`config.mk`:
```
export PLATFORM = sky130hd
export DESIGN_NAME = plru_set_assoc_flat
export DESIGN_NICKNAME = d
export VERILOG_FILES = /design/src/rtl/plru_set_assoc_if.sv /design/src/rtl/plru_set_assoc.sv /design/src/flat_wrapper.sv
export SDC_FILE = /design/constraint.sdc
export NUM_CORES = 1
export LEC_CHECK = 0
export BUFFER_PORTS_ARGS = -buffer_cell sky130_fd_sc_hd__buf_4
export CORE_MARGIN = 8
export CORE_UTILIZATION = 35
export DETAILED_ROUTE_END_ITERATION = 10
export GPL_TIMING_DRIVEN = 0
export PLACE_DENSITY_LB_ADDON = 0.08
export SLEW_MARGIN = 20
export SYNTH_ARGS = -nofsm -noshare
export SYNTH_HDL_FRONTEND = slang
export SYNTH_SLANG_ARGS = --single-unit
```
`constraint.sdc`:
```
create_clock -name clk -period 23.9 [get_ports clk]
set_clock_uncertainty 0.1 [all_clocks]
set_input_delay 2.39 -clock clk [delete_from_list [all_inputs] [get_ports clk]]
set_output_delay 2.39 -clock clk [all_outputs]
set_load 0.01 [all_outputs]
```
`src/rtl/plru_set_assoc_if.sv`:
```
// Access / invalidate / victim bus of the tree-PLRU replacement controller.
// Lock ports exist only when PLRU_LOCK_EN is defined.
interface plru_set_assoc_if #(
  parameter int WAYS = 16,
  parameter int SETS = 8
);
  localparam int WAY_W = $clog2(WAYS);
  localparam int SET_W = (SETS > 1) ? $clog2(SETS) : 1;

  logic             access_valid;
  logic             access_ready;
  logic [SET_W-1:0] access_set;
  logic             access_hit;
  logic [WAY_W-1:0] access_way;
  logic             inval_valid;
  logic [SET_W-1:0] inval_set;
  logic [WAY_W-1:0] inval_way;
  logic             flush_req;
  logic             victim_valid;
  logic [WAY_W-1:0] victim_way;
  logic             victim_was_inv;
`ifdef PLRU_LOCK_EN
  logic [WAYS-1:0]  lock_mask;
  logic             lock_err;

  modport master (
    output access_valid, access_set, access_hit, access_way,
           inval_valid, inval_set, inval_way, flush_req, lock_mask,
    input  access_ready, victim_valid, victim_way, victim_was_inv, lock_err
  );
  modport slave (
    input  access_valid, access_set, access_hit, access_way,
           inval_valid, inval_set, inval_way, flush_req, lock_mask,
    output access_ready, victim_valid, victim_way, victim_was_inv, lock_err
  );
`else
  modport master (
    output access_valid, access_set, access_hit, access_way,
           inval_valid, inval_set, inval_way, flush_req,
    input  access_ready, victim_valid, victim_way, victim_was_inv
  );
  modport slave (
    input  access_valid, access_set, access_hit, access_way,
           inval_valid, inval_set, inval_way, flush_req,
    output access_ready, victim_valid, victim_way, victim_was_inv
  );
`endif
endinterface

```
`src/rtl/plru_set_assoc.sv`:
```
// Tree pseudo-LRU replacement controller: per-set tree + valid bits, invalid-first
// victim select, per-way invalidate, multi-cycle flush. Optional lock: PLRU_LOCK_EN.
module plru_set_assoc #(
  parameter int WAYS = 16,
  parameter int SETS = 8
) (
  input logic            clk,
  input logic            rst,
  plru_set_assoc_if.slave bus
);
  localparam int WAY_W = $clog2(WAYS);
  localparam int SET_W = (SETS > 1) ? $clog2(SETS) : 1;

  typedef enum logic {IDLE, FLUSH} state_t;

  state_t                     state_q, state_d;
  logic [SET_W-1:0]           cnt_q, cnt_d;
  logic [SETS-1:0][WAYS-2:0]  tree_q;
  logic [SETS-1:0][WAYS-1:0]  valid_q;

  logic [WAYS-2:0]  cur_tree, new_tree;
  logic [WAYS-1:0]  cur_valid, lock;
  logic             acc_go, miss_go, inval_go, inv_found, all_locked;
  logic [WAY_W-1:0] inv_way, walk_way, vic_way, prom_way;

  logic             vv_q, vi_q, le_q;
  logic [WAY_W-1:0] vw_q;

`ifdef PLRU_LOCK_EN
  assign lock = bus.lock_mask;
`else
  assign lock = '0;
`endif
  assign all_locked = &lock;

  assign acc_go    = bus.access_valid && (state_q == IDLE);
  assign miss_go   = acc_go && !bus.access_hit;
  assign inval_go  = bus.inval_valid && (state_q == IDLE);
  assign cur_tree  = tree_q[bus.access_set];
  assign cur_valid = valid_q[bus.access_set];

  // Lowest-index invalid way wins: scan downward, last hit overrides.
  always_comb begin
    inv_found = 1'b0;
    inv_way   = '0;
    for (int w = WAYS - 1; w >= 0; w--)
      if (!cur_valid[w] && !lock[w]) begin
        inv_found = 1'b1;
        inv_way   = WAY_W'(w);
      end
  end

  // Walk root->leaf; pfx holds the way-index bits chosen so far.
  always_comb begin
    int   pfx;
    logic dir;
    logic sub_lk;
    pfx    = 0;
    dir    = 1'b0;
    sub_lk = 1'b0;
    for (int l = 0; l < WAY_W; l++) begin
      dir = cur_tree[(1 << l) - 1 + pfx];
      sub_lk = 1'b1;
      for (int w = 0; w < WAYS; w++)
        if ((w >> (WAY_W - l - 1)) == (pfx * 2 + int'(dir)))
          sub_lk = sub_lk & lock[w];
      if (sub_lk && !all_locked)
        dir = ~dir;
      pfx = pfx * 2 + int'(dir);
    end
    walk_way = WAY_W'(pfx);
  end

  assign vic_way  = inv_found ? inv_way : walk_way;
  assign prom_way = bus.access_hit ? bus.access_way : vic_way;

  // Every node on the path to prom_way points to the opposite child.
  always_comb begin
    new_tree = cur_tree;
    for (int l = 0; l < WAY_W; l++)
      new_tree[(1 << l) - 1 + int'(prom_way >> (WAY_W - l))] = ~prom_way[WAY_W - 1 - l];
  end

  always_comb begin
    state_d = state_q;
    cnt_d   = cnt_q;
    case (state_q)
      IDLE:
        if (bus.flush_req) begin
          state_d = FLUSH;
          cnt_d   = '0;
        end
      FLUSH: begin
        cnt_d = cnt_q + 1'b1;
        if (cnt_q == SET_W'(SETS - 1))
          state_d = IDLE;
      end
      default: state_d = IDLE;
    endcase
  end

  always_ff @(posedge clk or posedge rst)
    if (rst) begin
      state_q <= IDLE;
      cnt_q   <= '0;
    end else begin
      state_q <= state_d;
      cnt_q   <= cnt_d;
    end

  // Invalidate is written after the allocate so a clear of the same way wins.
  always_ff @(posedge clk or posedge rst)
    if (rst) begin
      tree_q  <= '0;
      valid_q <= '0;
    end else if (state_q == FLUSH) begin
      tree_q[cnt_q]  <= '0;
      valid_q[cnt_q] <= '0;
    end else begin
      if (acc_go) begin
        tree_q[bus.access_set] <= new_tree;
        if (!bus.access_hit)
          valid_q[bus.access_set][vic_way] <= 1'b1;
      end
      if (inval_go)
        valid_q[bus.inval_set][bus.inval_way] <= 1'b0;
    end

  always_ff @(posedge clk or posedge rst)
    if (rst) begin
      vv_q <= 1'b0;
      vw_q <= '0;
      vi_q <= 1'b0;
      le_q <= 1'b0;
    end else begin
      vv_q <= miss_go;
      le_q <= miss_go && all_locked;
      if (miss_go) begin
        vw_q <= vic_way;
        vi_q <= inv_found;
      end
    end

  assign bus.access_ready   = (state_q == IDLE);
  assign bus.victim_valid   = vv_q;
  assign bus.victim_way     = vw_q;
  assign bus.victim_was_inv = vi_q;
`ifdef PLRU_LOCK_EN
  assign bus.lock_err       = le_q;
`endif
endmodule
```
`src/flat_wrapper.sv`:
```
// flat-port wrapper written by rule: the top's interface ports become plain ports
module plru_set_assoc_flat 
#(
  parameter int WAYS = 16,
  parameter int SETS = 8
)
  (clk, rst, bus_access_valid, bus_access_set, bus_access_hit, bus_access_way, bus_inval_valid, bus_inval_set, bus_inval_way, bus_flush_req, bus_access_ready, bus_victim_valid, bus_victim_way, bus_victim_was_inv);
  plru_set_assoc_if #(.WAYS(WAYS), .SETS(SETS)) bus_i ();
  input logic clk;
  input logic rst;
  input wire logic [$bits(bus_i.access_valid)-1:0] bus_access_valid;
  input wire logic [$bits(bus_i.access_set)-1:0] bus_access_set;
  input wire logic [$bits(bus_i.access_hit)-1:0] bus_access_hit;
  input wire logic [$bits(bus_i.access_way)-1:0] bus_access_way;
  input wire logic [$bits(bus_i.inval_valid)-1:0] bus_inval_valid;
  input wire logic [$bits(bus_i.inval_set)-1:0] bus_inval_set;
  input wire logic [$bits(bus_i.inval_way)-1:0] bus_inval_way;
  input wire logic [$bits(bus_i.flush_req)-1:0] bus_flush_req;
  output wire logic [$bits(bus_i.access_ready)-1:0] bus_access_ready;
  output wire logic [$bits(bus_i.victim_valid)-1:0] bus_victim_valid;
  output wire logic [$bits(bus_i.victim_way)-1:0] bus_victim_way;
  output wire logic [$bits(bus_i.victim_was_inv)-1:0] bus_victim_was_inv;
  assign bus_i.access_valid = bus_access_valid;
  assign bus_i.access_set = bus_access_set;
  assign bus_i.access_hit = bus_access_hit;
  assign bus_i.access_way = bus_access_way;
  assign bus_i.inval_valid = bus_inval_valid;
  assign bus_i.inval_set = bus_inval_set;
  assign bus_i.inval_way = bus_inval_way;
  assign bus_i.flush_req = bus_flush_req;
  assign bus_access_ready = bus_i.access_ready;
  assign bus_victim_valid = bus_i.victim_valid;
  assign bus_victim_way = bus_i.victim_way;
  assign bus_victim_was_inv = bus_i.victim_was_inv;
  plru_set_assoc #(.WAYS(WAYS), .SETS(SETS)) u_core (.clk(clk), .rst(rst), .bus(bus_i));
endmodule
```
==> metrics.cfg <==
[yosys]
synth.cell_area_mm2=0.0144
yosysTopAreaCellShare_pct=45.0
syn_area_per_cell_um2=9.27
synth_seq_cells=258
synth_edf_count=0
synth.yosys.warnings=0
synth_nets=1574
async_reset_ff_share_pct=100
synth_seq_area_share_pct=45.0
synth_top_flop_cell=dfrtp_1
synth_area_leader_cell=dfrtp_1
synth_cells=1548
synth_cell_type_count=94
synthTopCellsByArea=dfrtp_1, o21ai_0, nand2_1, a21oi_1, a22o_1

[timing]
maxSlewViolCount=0
worst_pin_slew_ns=1.22
rsz0062_at_grt=no
hold_viol=0
slew_headroom_pct=18.9
whs_ns=0.379
setup_tns_ns=0
setup_viol=0
fin_crit_sh_pct=29.6
min_period_ns=7.07
fmax_mhz=142

[power]
pwr-share-comb_pct=33.5
finalPower_uw=1560
leakage_uw=0.00686
p_int_uw=911
power_switching_uw=644
seqPwrFrac_pct=30.7
max-vdd-ir-drop_v=0.0000610
power_density_mw_per_mm2=94.1
p_sw_share_pct=41.4
p_clk_share_pct=35.8

[clock_network]
clock_path_buffers=3
cts_hold_buf=0
ctsRootBufferMaster=clkbuf_16
cts_tree=yes
clock_latency_ns=0.53
postCtsSetupRepairBufs=0
post_cts_resized=0
clkSinkCount=258
clk_pin_slew_ns=0.06
htreeDepth=2
cts_made_buffers=34

[global_routing]
grt_max_degree=96
antenna_found_initial=0
grt_pass1_wl_mm=92.0
grt_pass1_vias=12900
grt-ovfl-total=0
track_usage_pct=26.2

[routing]
drc=0
avgViaCountPerCell=6.18
drt_iter0_drc=1484
routed_wl_mm=63.5
wl_per_cell_um=29.3
ant_nets=0
drt_pass1_iterations=5
vias=13400

[cells_and_area]
nNetsFinal=1633
ff_latch_area_mm2=0.00646
drive_above_1_share_pct=13.1
antenna_cells=0
num-fill-cells=4051
syn_to_final_growth_pct=15.1
multi_input_area_mm2=0.00734

[placement]
gp_routability_congestion=0.958
port_buffers=18
hpwl_mm=42.4

[hold_path]
hold_depth=2
holdCritPathClass=reg -> reg
min_to=u_core.tree_q[51]
hold_start=u_core.tree_q[51]

[setup_path]
start_kind=input pin
endpoint_kind=register
critical_path.max_fanout=10
r2r_setup_slack_ns=18.91
r2r-start=u_core.tree_q[90]
critPathKind=in -> reg
ff2ff_path_depth=10
crit-reg2reg-capture=u_core.tree_q[62]
crit_required_ns=24.25
crit_arrival_ns=7.41

[die]
start_util_pct=35.3
die_height_um=219
core_mm2=0.0406
io-pin-count=27
die_area_mm2=0.0478
die-width_um=219
num_rows=74

[outcome]
status=finished, final reports clean

[run]
max_cap_violations=0

final cells by class:
type,count,area share [%]
clock inverter,10,0.833
clock buffer,52,6.55
tap,532,4.03
multi-input combinational,1171,44.4
inverter,18,0.462
sequential,258,39.1
timing repair buffer,23,1.31
buffer,101,3.37
power by group through the flow:
stage	clock network (uW)	registers (uW)	logic, uW
2_1_floorplan	0	480	264
3_3_place_gp	0	484	497
3_5_place_dp	0	485	507
4_1_cts	563	477	508
5_1_grt	580	480	546
6_report	557	478	521
routing by layer:
layer	routed length (um)	share of wire, %	GRT usage [%]	vias up
li1	-	-	-	5786
met1	26500	42	34.2	6790
met2	29100	46	41.5	661
met3	5060	8.0	5.41	148
met4	2810	4.4	11.4	0
met5	0	0	0	-
worst max-delay path, stage by stage:
cell      delay (ns)
buf_6           0.14
buf_2           0.37
buf_6           0.24
mux4_2          0.33
mux2i_1         0.65
inv_1           0.20
o311ai_2        1.08
o21a_2          0.36
ha_1            0.17
clkbuf_1        0.35
nand3_2         0.20
o211ai_1        0.66
a22o_1          0.26
cells in the mapped netlist, types with 14 or more instances:
| library cell | n |
|---|---|
| a21oi_1 | 142 |
| a22o_1 | 58 |
| a31oi_1 | 15 |
| clkbuf_1 | 65 |
| dfrtp_1 | 258 |
| inv_1 | 14 |
| mux2_2 | 15 |
| mux2i_1 | 32 |
| mux4_2 | 22 |
| nand2_1 | 259 |
| nand3_1 | 25 |
| nor2_1 | 66 |
| nor2b_1 | 14 |
| o21ai_0 | 279 |
| o21ai_1 | 28 |
cells in the final DEF, fill, tap and decap left out, drive strengths merged, types with 22 or more instances in the layout:
| master | Yosys | layout |
|---|---|---|
| buf | 36 | 59 |
| o21ai | 315 | 315 |
| nand3 | 27 | 27 |
| mux2i | 37 | 37 |
| mux4 | 27 | 27 |
| dfrtp | 258 | 258 |
| a21oi | 143 | 143 |
| nor2 | 67 | 67 |
| a22o | 58 | 58 |
| mux2 | 22 | 22 |
| nand2 | 260 | 260 |
| clkbuf | 65 | 117 |
through the flow:
step                      setup slack, ns  util, %  std cells  instance area, um^2
final                               16.83     40.7       2165                16500
after CTS                           17.00     40.6       2165                16500
after floorplan                     14.31        -       1548                14400
after global placement              10.58     37.3       2098                15200
after detailed placement            16.46     37.6       2103                15300
after global routing                16.78     40.7       2165                16500
worst max path at each step:
stage | start | to
floorplan | rst | u_core.bus.victim_valid
global placement | rst | u_core.valid_q[90]
detailed placement | bus_access_set[1] | u_core.tree_q[65]
CTS | bus_access_set[1] | u_core.tree_q[95]
global route | bus_access_set[1] | u_core.tree_q[62]
finish | bus_access_set[1] | u_core.tree_q[62]
cell families (layout without fill, tap and decap cells):
group           after synthesis  in the layout  share of synthesized area [%]
compound gates              627            627                           26.6
simple gates                452            452                           14.4
flops                       258            258                           45.0
buf+inv                     119            204                           4.36
mux                          86             86                           9.12
fa+ha+maj                     6              6                          0.523
sequential cells by signal, summed over array words and instances, names as in the netlist:
register,count
u_core.valid_q,128
u_core.state_q,1
u_core.tree_q,120
u_core.bus.victim_valid,1
u_core.bus.victim_was_inv,1
u_core.bus.victim_way,4
u_core.cnt_q,3
Power figures use the tool's default switching activity.
